===== config.mk =====
export PLATFORM = sky130hd
export DESIGN_NAME = load_store_unit_flat
export DESIGN_NICKNAME = d
export VERILOG_FILES = /design/src/rtl/load_store_unit_if.sv /design/src/rtl/load_store_unit.sv /design/src/flat_wrapper.sv
export SDC_FILE = /design/constraint.sdc
export NUM_CORES = 1
export LEC_CHECK = 0
export BUFFER_PORTS_ARGS = -buffer_cell sky130_fd_sc_hd__buf_2
export CORE_ASPECT_RATIO = 1.5
export CORE_MARGIN = 1.5
export CORE_UTILIZATION = 55
export CTS_BUF_LIST = sky130_fd_sc_hd__clkbuf_4
export CTS_CLUSTER_SIZE = 10
export DETAILED_ROUTE_END_ITERATION = 16
export GPL_TIMING_DRIVEN = 0
export PLACE_DENSITY = 0.87
export SLEW_MARGIN = 20
export SYNTH_ARGS = -nofsm -noshare
export SYNTH_HDL_FRONTEND = slang
export SYNTH_SLANG_ARGS = --single-unit

===== constraint.sdc =====
create_clock -name clk -period 5.25 [get_ports clk]
set_input_delay 0 -clock clk [delete_from_list [all_inputs] [get_ports clk]]
set_output_delay 0 -clock clk [all_outputs]
set_load 0.01 [all_outputs]

===== src/rtl/load_store_unit_if.sv =====
// Request/response handshake plus the word-wide data_memory port of the load/store unit.
// The unit uses the slave modport; the CPU side / memory model uses master.
interface load_store_unit_if;
  logic        req_valid;
  logic        req_ready;
  logic        req_we;
  logic [1:0]  req_size;
  logic        req_unsigned;
  logic [31:0] req_addr;
  logic [31:0] req_wdata;
  logic        resp_valid;
  logic        resp_ready;
  logic [31:0] resp_rdata;
  logic        resp_err;
  logic [31:0] mem_a;
  logic        mem_we;
  logic [31:0] mem_wd;
  logic [31:0] mem_rd;

  modport slave (
    input  req_valid, req_we, req_size, req_unsigned, req_addr, req_wdata,
    input  resp_ready, mem_rd,
    output req_ready, resp_valid, resp_rdata, resp_err, mem_a, mem_we, mem_wd
  );

  modport master (
    output req_valid, req_we, req_size, req_unsigned, req_addr, req_wdata,
    output resp_ready, mem_rd,
    input  req_ready, resp_valid, resp_rdata, resp_err, mem_a, mem_we, mem_wd
  );
endinterface


===== src/rtl/load_store_unit.sv =====
// Multi-cycle byte/half/word load/store unit in front of a word-only data memory.
// Sub-word stores are read-modify-write; loads are lane-extracted and sign/zero extended.
module load_store_unit #(
  parameter int unsigned MEM_BYTES = 8192
) (
  input  logic              clk,
  input  logic              rst_n,
  load_store_unit_if.slave  bus
);
  typedef enum logic [1:0] {S_IDLE, S_RD, S_WR, S_RESP} state_t;

  state_t      state_q, state_d;
  logic [1:0]  lane_q, lane_d;
  logic [1:0]  size_q, size_d;
  logic        we_q, we_d;
  logic        uns_q, uns_d;
  logic [31:0] wdata_q, wdata_d;
  logic [31:0] mem_a_q, mem_a_d;
  logic        mem_we_q, mem_we_d;
  logic [31:0] mem_wd_q, mem_wd_d;
  logic        resp_valid_q, resp_valid_d;
  logic [31:0] resp_rdata_q, resp_rdata_d;
  logic        resp_err_q, resp_err_d;

  logic        req_err;
  logic [4:0]  shamt;
  logic [31:0] shifted;
  logic [31:0] load_val;
  logic [31:0] lane_mask;
  logic [31:0] merged;

  always_comb begin
    req_err = 1'b0;
    if (bus.req_size == 2'd3) req_err = 1'b1;
    if (bus.req_size == 2'd1 && bus.req_addr[0]) req_err = 1'b1;
    if (bus.req_size == 2'd2 && bus.req_addr[1:0] != 2'b00) req_err = 1'b1;
    if (bus.req_addr > 32'(MEM_BYTES - 1)) req_err = 1'b1;
  end

  // Lane arithmetic works on the word captured from memory during RD.
  always_comb begin
    shamt   = {lane_q, 3'b000};
    shifted = bus.mem_rd >> shamt;
    case (size_q)
      2'd0:    load_val = uns_q ? {24'h0, shifted[7:0]}  : {{24{shifted[7]}},  shifted[7:0]};
      2'd1:    load_val = uns_q ? {16'h0, shifted[15:0]} : {{16{shifted[15]}}, shifted[15:0]};
      default: load_val = bus.mem_rd;
    endcase
    lane_mask = (size_q == 2'd0) ? (32'h0000_00FF << shamt) : (32'h0000_FFFF << shamt);
    merged    = (bus.mem_rd & ~lane_mask) | ((wdata_q << shamt) & lane_mask);
  end

  always_comb begin
    state_d      = state_q;
    lane_d       = lane_q;
    size_d       = size_q;
    we_d         = we_q;
    uns_d        = uns_q;
    wdata_d      = wdata_q;
    mem_a_d      = mem_a_q;
    mem_we_d     = 1'b0;
    mem_wd_d     = 32'h0;
    resp_valid_d = resp_valid_q;
    resp_rdata_d = resp_rdata_q;
    resp_err_d   = resp_err_q;
    case (state_q)
      S_IDLE: begin
        mem_a_d = 32'h0;
        if (bus.req_valid) begin
          lane_d  = bus.req_addr[1:0];
          size_d  = bus.req_size;
          we_d    = bus.req_we;
          uns_d   = bus.req_unsigned;
          wdata_d = bus.req_wdata;
          mem_a_d = {bus.req_addr[31:2], 2'b00};
          if (req_err) begin
            state_d      = S_RESP;
            resp_valid_d = 1'b1;
            resp_err_d   = 1'b1;
            resp_rdata_d = 32'h0;
          end else if (bus.req_we && bus.req_size == 2'd2) begin
            state_d  = S_WR;
            mem_we_d = 1'b1;
            mem_wd_d = bus.req_wdata;
          end else begin
            state_d = S_RD;
          end
        end
      end
      S_RD: begin
        if (we_q) begin
          state_d  = S_WR;
          mem_we_d = 1'b1;
          mem_wd_d = merged;
        end else begin
          state_d      = S_RESP;
          resp_valid_d = 1'b1;
          resp_err_d   = 1'b0;
          resp_rdata_d = load_val;
        end
      end
      S_WR: begin
        state_d      = S_RESP;
        resp_valid_d = 1'b1;
        resp_err_d   = 1'b0;
        resp_rdata_d = 32'h0;
      end
      default: begin
        if (bus.resp_ready) begin
          state_d      = S_IDLE;
          resp_valid_d = 1'b0;
          resp_err_d   = 1'b0;
          resp_rdata_d = 32'h0;
          mem_a_d      = 32'h0;
        end
      end
    endcase
  end

  always_ff @(posedge clk) begin
    if (!rst_n) begin
      state_q      <= S_IDLE;
      lane_q       <= 2'b00;
      size_q       <= 2'b00;
      we_q         <= 1'b0;
      uns_q        <= 1'b0;
      wdata_q      <= 32'h0;
      mem_a_q      <= 32'h0;
      mem_we_q     <= 1'b0;
      mem_wd_q     <= 32'h0;
      resp_valid_q <= 1'b0;
      resp_rdata_q <= 32'h0;
      resp_err_q   <= 1'b0;
    end else begin
      state_q      <= state_d;
      lane_q       <= lane_d;
      size_q       <= size_d;
      we_q         <= we_d;
      uns_q        <= uns_d;
      wdata_q      <= wdata_d;
      mem_a_q      <= mem_a_d;
      mem_we_q     <= mem_we_d;
      mem_wd_q     <= mem_wd_d;
      resp_valid_q <= resp_valid_d;
      resp_rdata_q <= resp_rdata_d;
      resp_err_q   <= resp_err_d;
    end
  end

  // Gating with rst_n lets a reset arriving during WR cancel the pending write.
  assign bus.mem_we     = mem_we_q && rst_n;
  assign bus.mem_wd     = mem_wd_q;
  assign bus.mem_a      = mem_a_q;
  assign bus.req_ready  = (state_q == S_IDLE);
  assign bus.resp_valid = resp_valid_q;
  assign bus.resp_rdata = resp_rdata_q;
  assign bus.resp_err   = resp_err_q;
endmodule


===== src/flat_wrapper.sv =====
// flat-port wrapper written by rule: the top's interface ports become plain ports
module load_store_unit_flat 
#(
  parameter int unsigned MEM_BYTES = 8192
)
  (clk, rst_n, bus_req_valid, bus_req_we, bus_req_size, bus_req_unsigned, bus_req_addr, bus_req_wdata, bus_resp_ready, bus_mem_rd, bus_req_ready, bus_resp_valid, bus_resp_rdata, bus_resp_err, bus_mem_a, bus_mem_we, bus_mem_wd);
  load_store_unit_if bus_i ();
  input  logic clk;
  input  logic rst_n;
  input wire logic [$bits(bus_i.req_valid)-1:0] bus_req_valid;
  input wire logic [$bits(bus_i.req_we)-1:0] bus_req_we;
  input wire logic [$bits(bus_i.req_size)-1:0] bus_req_size;
  input wire logic [$bits(bus_i.req_unsigned)-1:0] bus_req_unsigned;
  input wire logic [$bits(bus_i.req_addr)-1:0] bus_req_addr;
  input wire logic [$bits(bus_i.req_wdata)-1:0] bus_req_wdata;
  input wire logic [$bits(bus_i.resp_ready)-1:0] bus_resp_ready;
  input wire logic [$bits(bus_i.mem_rd)-1:0] bus_mem_rd;
  output wire logic [$bits(bus_i.req_ready)-1:0] bus_req_ready;
  output wire logic [$bits(bus_i.resp_valid)-1:0] bus_resp_valid;
  output wire logic [$bits(bus_i.resp_rdata)-1:0] bus_resp_rdata;
  output wire logic [$bits(bus_i.resp_err)-1:0] bus_resp_err;
  output wire logic [$bits(bus_i.mem_a)-1:0] bus_mem_a;
  output wire logic [$bits(bus_i.mem_we)-1:0] bus_mem_we;
  output wire logic [$bits(bus_i.mem_wd)-1:0] bus_mem_wd;
  assign bus_i.req_valid = bus_req_valid;
  assign bus_i.req_we = bus_req_we;
  assign bus_i.req_size = bus_req_size;
  assign bus_i.req_unsigned = bus_req_unsigned;
  assign bus_i.req_addr = bus_req_addr;
  assign bus_i.req_wdata = bus_req_wdata;
  assign bus_i.resp_ready = bus_resp_ready;
  assign bus_i.mem_rd = bus_mem_rd;
  assign bus_req_ready = bus_i.req_ready;
  assign bus_resp_valid = bus_i.resp_valid;
  assign bus_resp_rdata = bus_i.resp_rdata;
  assign bus_resp_err = bus_i.resp_err;
  assign bus_mem_a = bus_i.mem_a;
  assign bus_mem_we = bus_i.mem_we;
  assign bus_mem_wd = bus_i.mem_wd;
  load_store_unit #(.MEM_BYTES(MEM_BYTES)) u_core (.clk(clk), .rst_n(rst_n), .bus(bus_i));
endmodule

==> flow_summary.toml, run 1 <==
[timing]
max_slew_margin_pct = 45.2
hold_viol = 0
fin_skew_ns = 0.0245
tightest_slew_ns = 0.813
finalSetupTns_ns = 0
min_period_ns = 3.08
setup_viol = 0
hold-worst-slack_ns = 0.0836
rsz0062_at_grt = "no"
fin_crit_sh_pct = 58.6
max_freq_mhz = 325
drv_slew = 0

[worst_setup_path]
r2r_cells = 8
path_class = "flop to flop"
start_kind = "flop"
reg2reg_slack_ns = 2.17
cp.required_ns = 5.73
crit_fanout = 10
r2r_end = "u_core.bus.mem_wd[20]"
arrival_ns = 3.56
reg2reg_from = "u_core.lane_q[0]"
cp-end-kind = "flop"

[status]
status = "complete, no violations"

[logic_synthesis]
synth_area_um2 = 5740
yosys_register_bits = 121
synth.distinct_cells = 53
ys_async_sr_fraction_pct = 0
ys.flop_type = "dfxtp_1"
synth.avg_cell_area_um2 = 8.40
postSynthCellCount = 683
synth_top_area_share_pct = 42.2
ys_warn_count = 0
yosys.area.top_type = "dfxtp_1"
synth-edff-count = 0
yosys-top-cells-area = "dfxtp_1 42%, mux2i_1 7.2%, nand2_1 6.7%"
seq_area_frac_synth_pct = 42.2

[floorplanning]
initial_core_util_pct = 56.6
ios = 204
die_h_um = 128
dieWidth_um = 86.4
core_area_um2 = 10100
dieArea_um2 = 11100
rows = 45

[clock_tree]
clk-insertion-delay-late_ns = 0.57
cts_buffers = 17
htreeDepth = 4
cts_resized = 0
cts_buffer_depth = 2
cts_root_buf = "clkbuf_4"
clock_sinks = 121
tritoncts = "built"
clk_pin_slew_ns = 0.13

[final_layout]
finalNonFillerCells = 1154
fin_nets = 1129
mostFrequentLayoutCells = "208 x buf_2, 121 x dfxtp_1, 118 x dlygate4sd3_1, 102 x nand2_1, 71 x a21oi_1"
layout-drive-gt1-share_pct = 25.0
final_common_cell = "buf_2"
area_growth_pct = 46.5

[min_path]
min_from = "bus_resp_ready"
min_delay_path_depth = 5
hold_end = "u_core.state_q[0]"
hold_class = "input port to flop"

[routing]
wl_per_cell_um = 20.9
routed_via_density = 6.19
routed_wl_um = 24100
dr.pass1.iters = 7
drt-initial-drc-count = 1198
dr_total_vias = 7149
ant_nets = 0
drc = 0

[global_route]
antenna_found_initial = 3
grt_overflow = 0
first_global_vias = 7059
grt_max_degree = 17
grt_pass1_wl_um = 36600
globalRouteTotalUtil_pct = 43.9

[placement]
gp_congestion = 0.977
post-dp-hpwl_um = 14400
numPlacedInstances = 1001
portBuffers = 200

[power]
irDropWorstVdd_mv = 0.451
power_leakage_uw = 0.00363
powerDensity_nw_per_um2 = 382

[flow_run]
cap_viol_max_count = 0
[cells by family (layout without fill, tap and decap cells)]
| logic type | count (synthesis) | count (layout) | synth area share [%] |
|---|---|---|---|
| other | 1 | 5 | 0.0654 |
| muxes | 47 | 47 | 8.72 |
| AOI/OAI and AO/OA | 183 | 183 | 21.7 |
| buffers and inverters | 100 | 450 | 7.37 |
| DFF | 121 | 121 | 42.2 |
| adders and majority gates | 4 | 4 | 0.872 |
| and+or+nand+nor | 227 | 227 | 19.0 |
[layer usage]
metal  share of wire, %  vias up  wire length (um)  global-route usage [%]
li1                   -     3093                 -                       -
met1                 32     3229              7820                    44.5
met2                 49      616             11700                    74.5
met3                 10      211              2520                    16.2
met4                8.4        0              2020                    28.9
met5                  0        -                 0                       0
[flip-flops by register name (all words and copies together), names as in the netlist]
register               cells
u_core.size_q              2
u_core.bus.resp_valid      1
u_core.bus.mem_wd         32
u_core.bus.resp_err        1
u_core.bus.mem_a          30
u_core.uns_q               1
u_core.state_q             2
u_core.mem_we_q            1
u_core.we_q                1
u_core.bus.resp_rdata     32
u_core.wdata_q            16
u_core.lane_q              2
[synthesized netlist by cell type, types with 2 or more instances]
library cell  count
or4_1             2
mux2i_1          41
buf_1            10
and3_1            2
nor2_1           31
clkbuf_1         38
o22ai_1          24
and2_1           10
inv_1            37
dfxtp_1         121
buf_4             2
nand2_1         102
o32ai_1          31
o22a_1            8
o221ai_1          9
ha_1              4
nand3_1          33
mux4_2            2
a21oi_1          71
o2bb2ai_1         7
or2_2             2
nor3_1            3
a221oi_1          7
buf_6             4
o21ai_1           8
nor4_4            2
buf_2             8
o21ai_0           3
o211ai_1          2
mux2_1            3
nand2b_1          7
nor4_2            2
nor2b_1          27
[per-stage QoR]
stage | total power, uW | setup WS (ns) | area, um^2 | util [%]
floorplan | 1920 | 3.14 | 5740 | -
global placement | 2270 | 2.78 | 6890 | 68.0
detailed placement | 2290 | 2.75 | 6890 | 68.0
CTS | 3100 | 2.63 | 8400 | 82.9
global route | 3330 | 2.04 | 8400 | 82.9
finish | 3210 | 2.17 | 8400 | 82.9
[report_power, final]
group	total, uW	internal (uW)	switching (uW)
sequential	1120	1040	81.3
combinational	1300	479	821
clock	785	379	406
total	3210	1900	1310
[worst max-delay path: stages, from the launching register on]
cell and delay (ns):
dfxtp_1 0.32, buf_2 0.19, buf_2 0.25, nand2b_1 0.13, clkbuf_1 0.38, o21ai_0 0.43
nor2_1 0.56, o22ai_1 0.13, dlygate4sd3_1 0.58
[cell type report]
class	count	area, um^2
Antenna cell	3	7.51
Buffer	62	280
Clock buffer	17	128
Clock inverter	15	199
Fill cell	607	1730
Inverter	38	143
Multi-Input combinational cell	463	2900
Sequential cell	121	2420
Tap cell	117	146
Timing Repair Buffer	318	2180
[worst max-delay path by stage]
stage | slack, ns | from | to | depth (start not counted)
after floorplan | 3.14 | u_core.state_q[0] | u_core.state_q[1] | 7
after CTS | 2.63 | u_core.lane_q[0] | u_core.bus.mem_wd[16] | 8
after global placement | 2.78 | u_core.state_q[1] | u_core.bus.mem_wd[14] | 9
after detailed placement | 2.75 | u_core.state_q[1] | u_core.bus.mem_wd[14] | 9
final | 2.17 | u_core.lane_q[0] | u_core.bus.mem_wd[20] | 8
after global routing | 2.04 | u_core.lane_q[0] | u_core.bus.mem_wd[19] | 8
[timing repair]
item                      in CTS  in global routing
hold buffers                 118                  0
buffers inserted               0                  0
hold endpoints to repair     119                  0
(Power assumes the default switching activity.)
==> run 2: changes to the inputs <==
--- a/config.mk
+++ b/config.mk
@@ -8,12 +8,12 @@
 export BUFFER_PORTS_ARGS = -buffer_cell sky130_fd_sc_hd__buf_2
 export CORE_ASPECT_RATIO = 1.5
 export CORE_MARGIN = 1.5
-export CORE_UTILIZATION = 55
+export CORE_UTILIZATION = 52
 export CTS_BUF_LIST = sky130_fd_sc_hd__clkbuf_4
 export CTS_CLUSTER_SIZE = 10
 export DETAILED_ROUTE_END_ITERATION = 16
 export GPL_TIMING_DRIVEN = 0
-export PLACE_DENSITY = 0.87
+export PLACE_DENSITY = 0.83
 export SLEW_MARGIN = 20
 export SYNTH_ARGS = -nofsm -noshare
 export SYNTH_HDL_FRONTEND = slang
==> constraint.sdc (replaced) <==
create_clock -name clk -period 2.88 [get_ports clk]
set_input_delay 0 -clock clk [delete_from_list [all_inputs] [get_ports clk]]
set_output_delay 0 -clock clk [all_outputs]
set_load 0.01 [all_outputs]
==> run 2 against run 1 <==
  * Setup slack got worse by 2.1 ns
  * Count of clock-buffer cells in the layout is the same
  * Fmax grew 9.3%
  * Combinational power rose by 82%
  * Highest routed layer is now met5
  * Routed wire length down 0.79%
  * Sequential share of layout area fell by 0.11 points
  * Clock skew about the same
  * Critical path depth is the same
  * Power grew 80%
==> flow_summary.toml, run 2 (same netlist as run 1, synthesis figures left out) <==
[status]
status = "complete, no violations"

[floorplanning]
ios = 204
initial_core_util_pct = 53.9
core_area_um2 = 10600
dieArea_um2 = 11700
rows = 46
dieWidth_um = 88.8
die_h_um = 132

[min_path]
min_delay_path_depth = 5
hold_class = "input port to flop"

[placement]
gp_congestion = 0.967
numPlacedInstances = 1028
portBuffers = 200
post-dp-hpwl_um = 14500

[clock_tree]
clk-insertion-delay-late_ns = 0.57
clk_pin_slew_ns = 0.13
clock_sinks = 121
cts_buffer_depth = 2
tritoncts = "built"
htreeDepth = 4
cts_root_buf = "clkbuf_4"
cts_buffers = 17

[routing]
drt-initial-drc-count = 883
wl_per_cell_um = 20.2
routed_via_density = 5.97
dr_total_vias = 7042
drc = 0
routed_wl_um = 23900
dr.pass1.iters = 8
ant_nets = 0

[worst_setup_path]
arrival_ns = 3.29
cp-end-kind = "flop"
path_class = "flop to flop"
r2r_cells = 8
crit_fanout = 10
cp.required_ns = 3.35
start_kind = "flop"

[final_layout]
fin_nets = 1129
layout-drive-gt1-share_pct = 25.6
mostFrequentLayoutCells = "208 x buf_2, 121 x dfxtp_1, 118 x dlygate4sd3_1, 102 x nand2_1, 71 x a21oi_1"
n_fill_cell = 709
area_growth_pct = 47.0
final_common_cell = "buf_2"
finalNonFillerCells = 1180

[timing]
finalSetupTns_ns = 0
drv_slew = 0
fin_crit_sh_pct = 97.8
hold_viol = 0
fin_skew_ns = 0.0246
max_slew_margin_pct = 47.5
rsz0062_at_grt = "no"
max_freq_mhz = 355
tightest_slew_ns = 0.777
min_period_ns = 2.82
setup_viol = 0

[global_route]
grt_max_degree = 17
grt_pass1_wl_um = 36200
first_global_vias = 7060
grt_overflow = 0
antenna_found_initial = 3
globalRouteTotalUtil_pct = 41.5

[power]
irDropWorstVdd_mv = 0.547
powerDensity_nw_per_um2 = 684
power_leakage_uw = 0.00363

[flow_run]
cap_viol_max_count = 0
-- run 2: cell count changes in the layout (fill, tap and decap cells not counted) --
cell and change:
bufinv_16 -1, clkinv_1 -2, clkinv_4 +2, diode_2 -1, inv_8 +1, nor2_1 -4, nor2_2 +4, o21ai_0 -1
o21ai_1 +1
-- run 2: repair_timing --
item                                    in CTS  in global routing
endpoints found under the setup margin       0                  4
hold buffers                               118                  0
hold endpoints to repair                   119                  0
gates resized for setup                      0                  5
buffers inserted                             0                  0
-- run 2: power breakdown --
part | internal, uW | leakage [uW] | switching (uW) | total [uW]
combinational | 875 | 0.00248 | 1480 | 2360
clock | 617 | 0.000161 | 749 | 1370
sequential | 1900 | 0.000982 | 150 | 2050
-- run 2: per-layer routing --
layer  global-route usage, %  up-vias  routed length [um]
li1                        -     3106                   -
met1                    42.7     3227                7830
met2                    67.4      530               11400
met3                    14.4      177                2570
met4                    30.5        2                2070
met5                       0        -                  13
-- run 2: worst max-delay path, stage by stage (launching register included) --
cell           delay [ns]
dfxtp_1              0.33
buf_2                0.19
buf_2                0.25
nand2b_1             0.13
clkbuf_1             0.38
o21ai_1              0.36
nor2_2               0.38
o22ai_1              0.13
dlygate4sd3_1        0.58
-- run 2: layout make-up --
class | instances | area, um^2 | area share [%]
multi-input combinational | 463 | 2910 | 34.5
sequential | 121 | 2420 | 28.7
timing repair buffer | 318 | 2180 | 25.9
buffer | 62 | 280 | 3.32
clock inverter | 15 | 190 | 2.25
tap | 144 | 180 | 2.14
inverter | 38 | 143 | 1.69
clock buffer | 17 | 128 | 1.51
antenna | 2 | 5.00 | 0.0593
-- run 2: worst paths after layout --
kind              slack [ns]                    end           startpoint
setup / recovery        0.06  u_core.bus.mem_wd[23]     u_core.lane_q[0]
hold / removal          0.10      u_core.state_q[0]       bus_resp_ready
setup reg to reg        0.06  u_core.bus.mem_wd[23]     u_core.lane_q[0]
hold reg to reg         0.46    u_core.bus.mem_a[8]  u_core.bus.mem_a[8]
-- run 2: metrics by stage --
step / setup slack, ns / area, um^2 / util [%] / hold WS, ns / total power, uW
floorplan: 0.767 / 5740 / - / 0.136 / 3490
detailed placement: 0.374 / 6920 / 65.0 / 0.261 / 4180
CTS: 0.217 / 8420 / 79.1 / 0.0837 / 5620
global route: 0.0142 / 8440 / 79.2 / 0.158 / 6040
finish: 0.0637 / 8440 / 79.2 / 0.104 / 5770
global placement: 0.414 / 6920 / 65.0 / 0.255 / 4150
==> run 3: changes to the inputs <==
--- a/config.mk
+++ b/config.mk
@@ -13,7 +13,7 @@
 export CTS_CLUSTER_SIZE = 10
 export DETAILED_ROUTE_END_ITERATION = 16
 export GPL_TIMING_DRIVEN = 0
-export PLACE_DENSITY = 0.83
+export PLACE_DENSITY = 0.93
 export SLEW_MARGIN = 20
 export SYNTH_ARGS = -nofsm -noshare
 export SYNTH_HDL_FRONTEND = slang
==> run 3 against run 2 <==
  * Sequential power barely moved
  * Final area about the same
  * Combinational power hardly changed
  * Critical endpoint is now u_core.bus.mem_wd[18]
  * Sequential cell count is the same
  * Count of clock-buffer cells in the layout stayed put
  * Register-to-register slack got worse by 0.02 ns
  * Die area stayed put
  * Fmax down 0.66%
  * Critical path depth unchanged
  * Critical path type unchanged
  * Via count shrank 0.67%
==> flow_summary.toml, run 3 (same netlist as run 1, synthesis figures left out) <==
[timing]
drv_slew = 0
min_period_ns = 2.83
hold-worst-slack_ns = 0.116
rsz0062_at_grt = "yes"
setup_slack_ns = 0.0450
max_freq_mhz = 353
fin_skew_ns = 0.0212
setup_viol = 0
hold_viol = 0
max_slew_margin_pct = 50.9
fin_crit_sh_pct = 98.4
tightest_slew_ns = 0.734

[final_layout]
mostFrequentLayoutCells = "208 x buf_2, 121 x dfxtp_1, 119 x dlygate4sd3_1, 102 x nand2_1, 71 x a21oi_1"
fin_nets = 1130
multi_input_area_um2 = 2900
regArea_um2 = 2420
postLayoutCellArea_um2 = 8440
final_common_cell = "buf_2"
layout-drive-gt1-share_pct = 25.5
area_growth_pct = 47.1
n_fill_cell = 661
fin_util_pct = 79.3

[routing]
drt-initial-drc-count = 790
routed_via_density = 5.93
ant_nets = 0
wl_per_cell_um = 19.6
dr.pass1.iters = 8
routed_wl_um = 23100
dr_total_vias = 6995
drc = 0

[worst_setup_path]
path_class = "flop to flop"
reg2reg_from = "u_core.lane_q[0]"
cp-end-kind = "flop"
start_kind = "flop"
cp.required_ns = 3.33
r2r_cells = 8
arrival_ns = 3.28
r2r_end = "u_core.bus.mem_wd[18]"
reg2reg_slack_ns = 0.05
crit_fanout = 10

[floorplanning]
dieWidth_um = 88.8
core_area_um2 = 10600
die_h_um = 132
dieArea_um2 = 11700
initial_core_util_pct = 53.9
ios = 204
rows = 46

[global_route]
globalRouteTotalUtil_pct = 39.7
first_global_vias = 6941
grt_overflow = 0
grt_max_degree = 17
grt_pass1_wl_um = 35000
antenna_found_initial = 1

[min_path]
hold_class = "input port to flop"
hold_end = "u_core.state_q[0]"
min_from = "bus_resp_ready"
min_delay_path_depth = 5

[power]
powerDensity_nw_per_um2 = 683
irDropWorstVdd_mv = 0.583
power_leakage_uw = 0.00364
power_uw = 5770

[placement]
post-dp-hpwl_um = 14700
gp_congestion = 0.989
dp_slack_ns = 0.363
portBuffers = 200
postPlaceCellArea_um2 = 6920

[clock_tree]
cts_root_buf = "clkbuf_4"
clk_pin_slew_ns = 0.14
clk-insertion-delay-late_ns = 0.55
cts_buffer_depth = 2
htreeDepth = 4
tritoncts = "built"
clock_sinks = 121
cts_buffers = 17
post-cts-setup-buffers = 0

[status]
status = "complete, no violations"

[flow_run]
cap_viol_max_count = 0
## run 3: repair_timing
item                                    CTS  global route
gates resized for setup                   0             5
hold buffers                            119             0
hold endpoints to repair                119             0
endpoints found under the setup margin    0             5
## run 3: worst max-delay path: stages, from the launching register on
cell and delay, ns:
dfxtp_1 0.32, buf_2 0.19, buf_2 0.26, nand2b_1 0.13, clkbuf_1 0.35, o21ai_1 0.32, nor2_1 0.44, o22ai_1 0.11
dlygate4sd3_1 0.61
## run 3: cell type report
type | count | share of cell area (%)
clock buffer | 17 | 1.51
multi-input combinational | 463 | 34.4
timing repair buffer | 319 | 26.0
buffer | 62 | 3.33
clock inverter | 15 | 2.27
inverter | 38 | 1.69
antenna | 1 | 0.0296
tap | 144 | 2.13
sequential | 121 | 28.7
## run 3: worst max-delay path by stage
stage,startpoint,endpoint,slack (ns),cells after the start
CTS,u_core.lane_q[0],u_core.bus.mem_wd[22],0.20,8
global placement,u_core.state_q[1],u_core.bus.mem_wd[12],0.40,9
floorplan,u_core.state_q[0],u_core.state_q[1],0.77,7
detailed placement,u_core.state_q[0],u_core.bus.mem_wd[11],0.36,9
finish,u_core.lane_q[0],u_core.bus.mem_wd[18],0.05,8
global route,u_core.lane_q[0],u_core.bus.mem_wd[18],-0.03,8
## run 3: metal layers
metal,routed length (um),global-route usage (%)
met3,2390,12.2
met2,10900,64.0
met5,0,0
met4,1970,29.9
met1,7820,41.9
## run 3: stage by stage
step                instances  TNS, ns
global route             1180  -0.0465
floorplan                 684        0
finish                   1180        0
global placement         1028        0
detailed placement       1028        0
CTS                      1179        0
## run 3: power breakdown
group	total [uW]	leakage, uW	switching, uW	internal [uW]
logic	2350	0.00249	1470	876
registers	2040	0.000982	145	1900
clock network	1370	0.000165	752	621
